===== config.mk =====
export PLATFORM = sky130hd
export DESIGN_NAME = muldiv_seq_unit_flat
export DESIGN_NICKNAME = d
export VERILOG_FILES = /design/src/rtl/muldiv_seq_unit_if.sv /design/src/rtl/muldiv_seq_unit.sv /design/src/flat_wrapper.sv
export SDC_FILE = /design/constraint.sdc
export NUM_CORES = 1
export LEC_CHECK = 0
export ABC_AREA = 1
export CORE_MARGIN = 2
export CORE_UTILIZATION = 54
export CTS_CLUSTER_DIAMETER = 50
export DETAILED_ROUTE_END_ITERATION = 10
export PLACE_DENSITY_LB_ADDON = 0.25
export SKIP_CTS_REPAIR_TIMING = 1
export SLEW_MARGIN = 15
export SYNTH_ARGS = -nofsm -noshare
export SYNTH_HDL_FRONTEND = slang
export SYNTH_SLANG_ARGS = --single-unit
export TNS_END_PERCENT = 50

===== constraint.sdc =====
create_clock -name clk -period 9.3 [get_ports clk]
set_input_delay 1.86 -clock clk [delete_from_list [all_inputs] [get_ports clk]]
set_output_delay 1.86 -clock clk [all_outputs]
set_load 0.1 [all_outputs]

===== src/rtl/muldiv_seq_unit_if.sv =====
// Request/response bundle for the iterative multiply/divide unit.
// The master side (pipeline) issues requests and consumes results; the slave side is the unit.
interface muldiv_seq_unit_if #(
    parameter int XLEN  = 32,
    parameter int TAG_W = 5
);
    logic             flush;
    logic             start_valid;
    logic             start_ready;
    logic [2:0]       op;
    logic [XLEN-1:0]  srcA;
    logic [XLEN-1:0]  srcB;
    logic [TAG_W-1:0] tag_in;
    logic             result_valid;
    logic             result_ready;
    logic [XLEN-1:0]  result;
    logic [TAG_W-1:0] tag_out;
    logic             busy;

    modport master (
        output flush, start_valid, op, srcA, srcB, tag_in, result_ready,
        input  start_ready, result_valid, result, tag_out, busy
    );

    modport slave (
        input  flush, start_valid, op, srcA, srcB, tag_in, result_ready,
        output start_ready, result_valid, result, tag_out, busy
    );
endinterface


===== src/rtl/muldiv_seq_unit.sv =====
// Iterative RISC-V M-extension unit: radix-2 shift-add multiply and restoring divide.
// Operands are reduced to magnitudes in PREP, iterated XLEN times in CALC, and the
// sign is reapplied in FIX. Divide-by-zero and signed overflow skip straight to DONE.
module muldiv_seq_unit #(
    parameter int XLEN  = 32,
    parameter int TAG_W = 5
) (
    input  logic                 clk,
    input  logic                 reset,
    muldiv_seq_unit_if.slave     bus
);
    localparam int CW = $clog2(XLEN);
    localparam logic [CW-1:0]   LAST = CW'(XLEN - 1);
    localparam logic [XLEN-1:0] SMIN = {1'b1, {(XLEN-1){1'b0}}};

    localparam logic [2:0] IDLE = 3'd0;
    localparam logic [2:0] PREP = 3'd1;
    localparam logic [2:0] CALC = 3'd2;
    localparam logic [2:0] FIX  = 3'd3;
    localparam logic [2:0] DONE = 3'd4;

    logic [2:0]        state_q,   state_d;
    logic [2:0]        op_q,      op_d;
    logic [XLEN-1:0]   a_q,       a_d;
    logic [XLEN-1:0]   b_q,       b_d;
    logic [TAG_W-1:0]  tag_q,     tag_d;
    logic [XLEN-1:0]   mag_a_q,   mag_a_d;
    logic [XLEN-1:0]   mag_b_q,   mag_b_d;
    logic              neg_q,     neg_d;
    logic [2*XLEN-1:0] acc_q,     acc_d;   // product, or {remainder, quotient}
    logic [CW-1:0]     cnt_q,     cnt_d;
    logic [XLEN-1:0]   res_q,     res_d;
    logic [TAG_W-1:0]  tag_out_q, tag_out_d;

    // Operand classification for the latched op
    logic is_div, a_signed, b_signed, sa, sb;
    assign is_div   = op_q[2];
    assign a_signed = (op_q == 3'b001) || (op_q == 3'b010) || (op_q == 3'b100) || (op_q == 3'b110);
    assign b_signed = (op_q == 3'b001) || (op_q == 3'b100) || (op_q == 3'b110);
    assign sa       = a_signed && a_q[XLEN-1];
    assign sb       = b_signed && b_q[XLEN-1];

    // One iteration of each datapath. The divide trial always fits once the
    // remainder stays below the divisor, so only the low XLEN bits of the difference matter.
    logic [XLEN:0]     mul_sum;
    logic [XLEN:0]     div_trial;
    logic              div_ge;
    logic [XLEN-1:0]   div_diff;
    assign mul_sum   = {1'b0, acc_q[2*XLEN-1:XLEN]} + (mag_b_q[0] ? {1'b0, mag_a_q} : '0);
    assign div_trial = {acc_q[2*XLEN-1:XLEN], mag_a_q[XLEN-1]};
    assign div_ge    = div_trial >= {1'b0, mag_b_q};
    assign div_diff  = div_trial[XLEN-1:0] - mag_b_q;

    // Sign fix-up of the raw results
    logic [2*XLEN-1:0] prod_fix;
    logic [XLEN-1:0]   quo_fix, rem_fix;
    assign prod_fix = neg_q ? -acc_q : acc_q;
    assign quo_fix  = neg_q ? -acc_q[XLEN-1:0] : acc_q[XLEN-1:0];
    assign rem_fix  = neg_q ? -acc_q[2*XLEN-1:XLEN] : acc_q[2*XLEN-1:XLEN];

    // Next-state and datapath control; flush overrides every transition
    always_comb begin
        state_d   = state_q;
        op_d      = op_q;
        a_d       = a_q;
        b_d       = b_q;
        tag_d     = tag_q;
        mag_a_d   = mag_a_q;
        mag_b_d   = mag_b_q;
        neg_d     = neg_q;
        acc_d     = acc_q;
        cnt_d     = cnt_q;
        res_d     = res_q;
        tag_out_d = tag_out_q;
        case (state_q)
            IDLE: begin
                if (bus.start_valid && !bus.flush) begin
                    op_d    = bus.op;
                    a_d     = bus.srcA;
                    b_d     = bus.srcB;
                    tag_d   = bus.tag_in;
                    state_d = PREP;
                end
            end
            PREP: begin
                mag_a_d = sa ? -a_q : a_q;
                mag_b_d = sb ? -b_q : b_q;
                neg_d   = (is_div && op_q[1]) ? sa : (sa ^ sb);
                acc_d   = '0;
                cnt_d   = '0;
                if (is_div && b_q == '0) begin
                    res_d     = op_q[1] ? a_q : '1;
                    tag_out_d = tag_q;
                    state_d   = DONE;
                end else if (is_div && !op_q[0] && a_q == SMIN && b_q == '1) begin
                    res_d     = op_q[1] ? '0 : a_q;
                    tag_out_d = tag_q;
                    state_d   = DONE;
                end else begin
                    state_d = CALC;
                end
            end
            CALC: begin
                if (!is_div) begin
                    acc_d   = {mul_sum, acc_q[XLEN-1:1]};
                    mag_b_d = mag_b_q >> 1;
                end else begin
                    acc_d   = {(div_ge ? div_diff : div_trial[XLEN-1:0]), acc_q[XLEN-2:0], div_ge};
                    mag_a_d = mag_a_q << 1;
                end
                cnt_d = cnt_q + 1'b1;
                if (cnt_q == LAST) state_d = FIX;
            end
            FIX: begin
                case (op_q)
                    3'b000:                 res_d = prod_fix[XLEN-1:0];
                    3'b001, 3'b010, 3'b011: res_d = prod_fix[2*XLEN-1:XLEN];
                    3'b100, 3'b101:         res_d = quo_fix;
                    default:                res_d = rem_fix;
                endcase
                tag_out_d = tag_q;
                state_d   = DONE;
            end
            DONE: begin
                if (bus.result_ready) state_d = IDLE;
            end
            default: state_d = IDLE;
        endcase
        if (bus.flush) state_d = IDLE;
    end

    // State and datapath registers, all cleared asynchronously
    always_ff @(posedge clk or posedge reset) begin
        if (reset) begin
            state_q   <= IDLE;
            op_q      <= '0;
            a_q       <= '0;
            b_q       <= '0;
            tag_q     <= '0;
            mag_a_q   <= '0;
            mag_b_q   <= '0;
            neg_q     <= 1'b0;
            acc_q     <= '0;
            cnt_q     <= '0;
            res_q     <= '0;
            tag_out_q <= '0;
        end else begin
            state_q   <= state_d;
            op_q      <= op_d;
            a_q       <= a_d;
            b_q       <= b_d;
            tag_q     <= tag_d;
            mag_a_q   <= mag_a_d;
            mag_b_q   <= mag_b_d;
            neg_q     <= neg_d;
            acc_q     <= acc_d;
            cnt_q     <= cnt_d;
            res_q     <= res_d;
            tag_out_q <= tag_out_d;
        end
    end

    assign bus.result       = res_q;
    assign bus.tag_out      = tag_out_q;
    assign bus.result_valid = (state_q == DONE);
    assign bus.start_ready  = (state_q == IDLE);
    assign bus.busy         = (state_q != IDLE);
endmodule


===== src/flat_wrapper.sv =====
// flat-port wrapper written by rule: the top's interface ports become plain ports
module muldiv_seq_unit_flat 
#(
    parameter int XLEN  = 32,
    parameter int TAG_W = 5
)
  (clk, reset, bus_flush, bus_start_valid, bus_op, bus_srcA, bus_srcB, bus_tag_in, bus_result_ready, bus_start_ready, bus_result_valid, bus_result, bus_tag_out, bus_busy);
  muldiv_seq_unit_if #(.XLEN(XLEN), .TAG_W(TAG_W)) bus_i ();
  input  logic clk;
  input  logic reset;
  input wire logic [$bits(bus_i.flush)-1:0] bus_flush;
  input wire logic [$bits(bus_i.start_valid)-1:0] bus_start_valid;
  input wire logic [$bits(bus_i.op)-1:0] bus_op;
  input wire logic [$bits(bus_i.srcA)-1:0] bus_srcA;
  input wire logic [$bits(bus_i.srcB)-1:0] bus_srcB;
  input wire logic [$bits(bus_i.tag_in)-1:0] bus_tag_in;
  input wire logic [$bits(bus_i.result_ready)-1:0] bus_result_ready;
  output wire logic [$bits(bus_i.start_ready)-1:0] bus_start_ready;
  output wire logic [$bits(bus_i.result_valid)-1:0] bus_result_valid;
  output wire logic [$bits(bus_i.result)-1:0] bus_result;
  output wire logic [$bits(bus_i.tag_out)-1:0] bus_tag_out;
  output wire logic [$bits(bus_i.busy)-1:0] bus_busy;
  assign bus_i.flush = bus_flush;
  assign bus_i.start_valid = bus_start_valid;
  assign bus_i.op = bus_op;
  assign bus_i.srcA = bus_srcA;
  assign bus_i.srcB = bus_srcB;
  assign bus_i.tag_in = bus_tag_in;
  assign bus_i.result_ready = bus_result_ready;
  assign bus_start_ready = bus_i.start_ready;
  assign bus_result_valid = bus_i.result_valid;
  assign bus_result = bus_i.result;
  assign bus_tag_out = bus_i.tag_out;
  assign bus_busy = bus_i.busy;
  muldiv_seq_unit #(.XLEN(XLEN), .TAG_W(TAG_W)) u_core (.clk(clk), .reset(reset), .bus(bus_i));
endmodule

Yosys cells after proc, flatten, opt, wreduce, memory -nomap -nowiden

Cells that the tools add are included.

Register bits: 246
Output and inout bits: 40

Equal/unequal tests: 19
Bitwise gates (word level): 1
Reduce and logical (&&, ||, !) cells: 28
Mux-type cells: 31
Order comparisons: 1
Add/subtract/negate cells: 8

Operators with widths:

| operator                                                               | number |
|---|---|
| 32-bit two-way mux                                                     | 12 |
| 32-bit case mux with 2 select lines                                    | 3 |
| 64-bit two-way mux                                                     | 2 |
| 32-bit negator                                                         | 4 |
| 64-bit case mux with 2 select lines                                    | 1 |
| 32-bit case mux with 3 select lines                                    | 1 |
| 32-bit equality test (second input constant)                           | 2 |
| 64-bit negator                                                         | 1 |
| 32-bit by 33-bit adder with 33-bit output                              | 1 |
| 33-bit by 32-bit >= comparator with 1-bit output                       | 1 |
| 32-bit logical NOT                                                     | 1 |
| 32-bit subtractor                                                      | 1 |
| 5-bit case mux with 2 select lines                                     | 2 |
| 3-bit two-way mux                                                      | 6 |
| 3-bit case mux with 5 select lines                                     | 1 |
| 3-bit by 2-bit equality test with 1-bit output (second input constant) | 4 |
| 3-bit equality test (second input constant)                            | 4 |
| 5-bit two-way mux                                                      | 2 |
| 1-bit logical AND                                                      | 8 |
| 2-bit AND reduction                                                    | 4 |
| 3-bit by 1-bit equality test with 1-bit output (second input constant) | 2 |
| 3-bit logical NOT                                                      | 2 |
| 3-bit by 2-bit != test with 1-bit output (second input constant)       | 2 |
| 5-bit by 1-bit adder with 5-bit output (second input constant)         | 1 |
| 14 further kinds                                                       | 20 |

Longest topological paths before layout

Word-level depth: 8
Gate-level depth with buffers: 19
Depth with buffers taken out: 19

Worst setup path after synthesis

No wires, ideal clock.

Kind: register to output
From: reg u_core.state_q[0]
To: out bus_busy
Data arrival time: 2.821 ns
Slack: 4.619 ns
Cell stages (with the launch flop): 5
Data required time: 7.440 ns
Cell sequence: dfrtp_1 -> nor2_1 -> inv_2 -> nor2_1 -> inv_1

Word-level cells in the longest chain between the ends: 1

Ends and longest elaborated chain:

| item                     | line                   | source |
|---|---|---|
| start: declaration       | muldiv_seq_unit.sv:22  | `logic [2:0] state_q, state_d;` |
| start signal: assignment | muldiv_seq_unit.sv:148 | `state_q <= state_d;` |
| 3-bit nonzero test       | muldiv_seq_unit.sv:167 | `assign bus.busy = (state_q != IDLE);` |
| end: declaration         | flat_wrapper.sv:22     | `output wire logic [$bits(bus_i.busy)-1:0] bus_busy;` |

Every way passes these cells.

Worst setup path in the final report

From: reg u_core.state_q[2]
To: out bus_start_ready

Word-level cells in the longest chain between the ends: 1

Ends and longest elaborated chain:

| item              | line                   | source |
|---|---|---|
| 3-bit logical NOT | muldiv_seq_unit.sv:166 | `assign bus.start_ready = (state_q == IDLE);` |
| end: declaration  | flat_wrapper.sv:18     | `output wire logic [$bits(bus_i.start_ready)-1:0] bus_start_ready;` |

Every way passes these cells.

==> load_flow_metrics.sql <==
INSERT INTO impl_metrics (metric_group, metric, value, unit) VALUES
('final_layout', 'layout_commonest_cell', 'sky130_fd_sc_hd__nand2_1', ''),
('power', 'seqPwrFrac', '22.0', '%'),
('setup_path', 'crit_path_cell_trace', 'nor2_1 > inv_2 > nor2_1 > clkdlybuf4s50_1', ''),
('yosys', 'syn-cell-area', '21000', 'um^2'),
('timing', 'timing.slew.headroom', '25.0', '%'),
('timing', 'tns', '0', 'ps'),
('status', 'status', 'completed', ''),
('cts', 'cts_sink_count', '246', ''),
('final_layout', 'seqCellArea', '6160', 'um^2'),
('yosys', 'synth_edf_count', '0', ''),
('route', 'post_drt_via_cell_ratio', '5.95', ''),
('run', 'cap_viol_max_count', '0', ''),
('route', 'detail_route.iter0.violations', '2700', ''),
('yosys', 'synthArstFlopShare', '100', '%'),
('cts', 'cts.path.max_buffers', '3', ''),
('floorplan', 'coreArea', '38500', 'um^2'),
('timing', 'rsz_0062_raised_after_global_routing', 'false', ''),
('setup_path', 'cpPeakStageDelay', '1170', 'ps'),
('global_routing', 'gr-usage-met2', '57.9', '%'),
('setup_path', 'critPathKind', 'flop to output pin', ''),
('final_layout', 'most-common-layout-cells', '991 x sky130_fd_sc_hd__nand2_1, 464 x sky130_fd_sc_hd__nor2_1, 344 x sky130_fd_sc_hd__inv_1', ''),
('setup_path', 'worst-endpoint-arrival', '2540', 'ps'),
('power', 'power.density_cell_area', '393', 'nW/um^2'),
('setup_path', 'critPathBufInv', '2', ''),
('timing', 'share_of_the_clock_period_used_by_the_worst_path_after_layout', '47.3', '%'),
('setup_path', 'cpMaxStageDelayCell', 'sky130_fd_sc_hd__clkdlybuf4s50_1', ''),
('route', 'via_count', '23500', ''),
('global_routing', 'grt_pass1_vias', '21500', ''),
('floorplan', 'die_area', '40500', 'um^2'),
('place', 'portBuffers', '116', ''),
('setup_path', 'critPathMaxFanout', '4', ''),
('yosys', 'synth_fp_nets', '3512', ''),
('final_layout', 'drive_above_1_share', '4.35', '%'),
('global_routing', 'grt_max_degree', '107', ''),
('setup_path', 'critPathTopFamily', 'buffers and inverters', ''),
('place', 'routabilityCongestion', '1.03', ''),
('timing', 'period_needed', '4400', 'ps'),
('power', 'p_sw_share', '57.3', '%'),
('timing', 'achievable-frequency', '0.227', 'GHz'),
('floorplan', 'floorplan.die.height', '201', 'um'),
('final_layout', 'final_net_count', '3553', ''),
('setup_path', 'worst-endpoint-required', '7440', 'ps'),
('cts', 'htreeDepth', '2', ''),
('place', 'placedInstanceArea', '22300', 'um^2'),
('global_routing', 'number_of_antenna_violations_at_the_first_check_in_global_routing', '2', ''),
('timing', 'timing.final.setup_violations', '0', ''),
('yosys', 'count_of_synthesis_stage_warnings_from_yosys', '0', ''),
('setup_path', 'endpoint_kind', 'output pin', ''),
('final_layout', 'flow.area_growth_from_synthesis', '11.8', '%'),
('power', 'comb_power_share', '63.6', '%'),
('route', 'drtPass1Iterations', '6', ''),
('yosys', 'synth_sequential_area_ratio', '29.3', '%'),
('yosys', 'netlist_instances', '3361', ''),
('route', 'route.detailed.wl_per_inst', '20.0', 'um'),
('setup_path', 'cp_common_cell', 'sky130_fd_sc_hd__nor2_1', ''),
('power', 'finalPower', '0.00923', 'W'),
('timing', 'worst_tran_pin_value', '1130', 'ps'),
('global_routing', 'busiest_layer', 'met2', ''),
('route', 'route.final.wire_length', '79.1', 'mm'),
('setup_path', 'timing.reg2reg.worst_path_depth', '14', ''),
('power', 'cellInternalPower', '0.00394', 'W'),
('global_routing', 'grt-ovfl-total', '0', ''),
('place', 'hpwl', '60.4', 'mm'),
('global_routing', 'groute.layer.met3.usage', '6.84', '%'),
('power', 'clkPwrFrac', '14.4', '%'),
('timing', 'worst_clock_skew', '34.5', 'ps'),
('floorplan', 'initial_core_util', '54.6', '%'),
('cts', 'clock_transition_at_the_register_clock_pins_on_the_worst_setup_and_hold_paths_after_cts', '60', 'ps'),
('cts', 'clock_tree.root_cell', 'sky130_fd_sc_hd__clkbuf_16', ''),
('power', 'ir_drop', '0.274', 'mV'),
('cts', 'clock_insertion_delay_worst_skew', '580', 'ps');
[worst paths after layout]
path	startpoint	endpoint	slack (ps)
max reg2reg	u_core.b_q[1]	u_core.bus.result[24]	5240
max	u_core.state_q[2]	bus_start_ready	4900
max in group asynchronous	reset	u_core.neg_q	5970
min in group asynchronous	reset	u_core.b_q[16]	1820
min reg2reg	u_core.cnt_q[3]	u_core.cnt_q[3]	460
min	u_core.cnt_q[3]	u_core.cnt_q[3]	460
[power by group through the flow]
| stage | clock [W] | combinational [W] | sequential (W) |
|---|---|---|---|
| 2_1_floorplan | 0 | 0.00365 | 0.00235 |
| 3_3_place_gp | 0 | 0.00565 | 0.00200 |
| 3_5_place_dp | 0 | 0.00570 | 0.00201 |
| 4_1_cts | 0.00134 | 0.00573 | 0.00200 |
| 5_1_grt | 0.00139 | 0.00640 | 0.00206 |
| 6_report | 0.00133 | 0.00587 | 0.00203 |
[kinds of logic (layout without fill, tap and decap cells)]
family	Yosys count	after routing	synth area share [%]
flops	246	246	29.3
xor+xnor	61	61	2.55
fa+ha+maj	74	74	4.48
compound gates	595	595	15.9
mux	25	25	1.34
simple gates	1871	1871	36.9
other cells	0	2	0
buf+inv	489	556	9.49
[state kept, by name, indices dropped and copies added (netlist names)]
register and flops:
u_core.bus.result 32, u_core.a_q 32, u_core.mag_b_q 32, u_core.tag_q 5, u_core.b_q 32, u_core.state_q 3
u_core.bus.tag_out 5, u_core.mag_a_q 32, u_core.neg_q 1, u_core.op_q 3, u_core.cnt_q 5, u_core.acc_q 64
[layer usage]
metal  wire [um]  vias up
met5           0        -
met4        3680        0
met3        7960      227
met2       33900     1221
met1       33600    10900
li1            -    11100
[area by class of cell]
class | count | area share [%]
multi-input combinational | 2626 | 54.8
sequential | 246 | 26.2
inverter | 361 | 5.81
timing repair buffer | 132 | 5.46
clock buffer | 47 | 4.22
tap | 518 | 2.76
clock inverter | 16 | 0.714
antenna | 2 | 0.0213
[through the flow]
step           setup slack, ps  utilization (%)
6_report                  4900             61.0
5_1_grt                   4780             61.0
4_1_cts                   4880             61.0
3_5_place_dp              5090             58.0
3_3_place_gp              5130             58.0
2_1_floorplan              682                -
[synthesized netlist by cell type, drive strengths merged (2+ instances only)]
library cell | number | area share (%)
a21boi | 3 | 0.13
a21o | 7 | 0.25
a21oi | 193 | 4.6
a22o | 2 | 0.083
a31oi | 9 | 0.27
a32oi | 3 | 0.13
and2 | 6 | 0.18
and3 | 3 | 0.089
buf | 57 | 1.7
clkbuf | 71 | 1.3
dfrtp | 246 | 29
fa | 2 | 0.19
ha | 72 | 4.3
inv | 360 | 6.4
mux2 | 25 | 1.3
nand2 | 995 | 18
nand3 | 286 | 6.8
nand3b | 14 | 0.50
nand4 | 37 | 1.1
nor2 | 476 | 8.8
nor3 | 33 | 0.84
nor3b | 2 | 0.072
nor4 | 10 | 0.39
o211ai | 29 | 1.0
o21a | 2 | 0.072
o21ai | 272 | 6.5
o21bai | 17 | 0.61
o221ai | 38 | 1.6
o22ai | 17 | 0.51
or2 | 8 | 0.24
xnor2 | 25 | 1.0
xor2 | 36 | 1.5
Note: power is estimated with default switching activity, not from simulation.
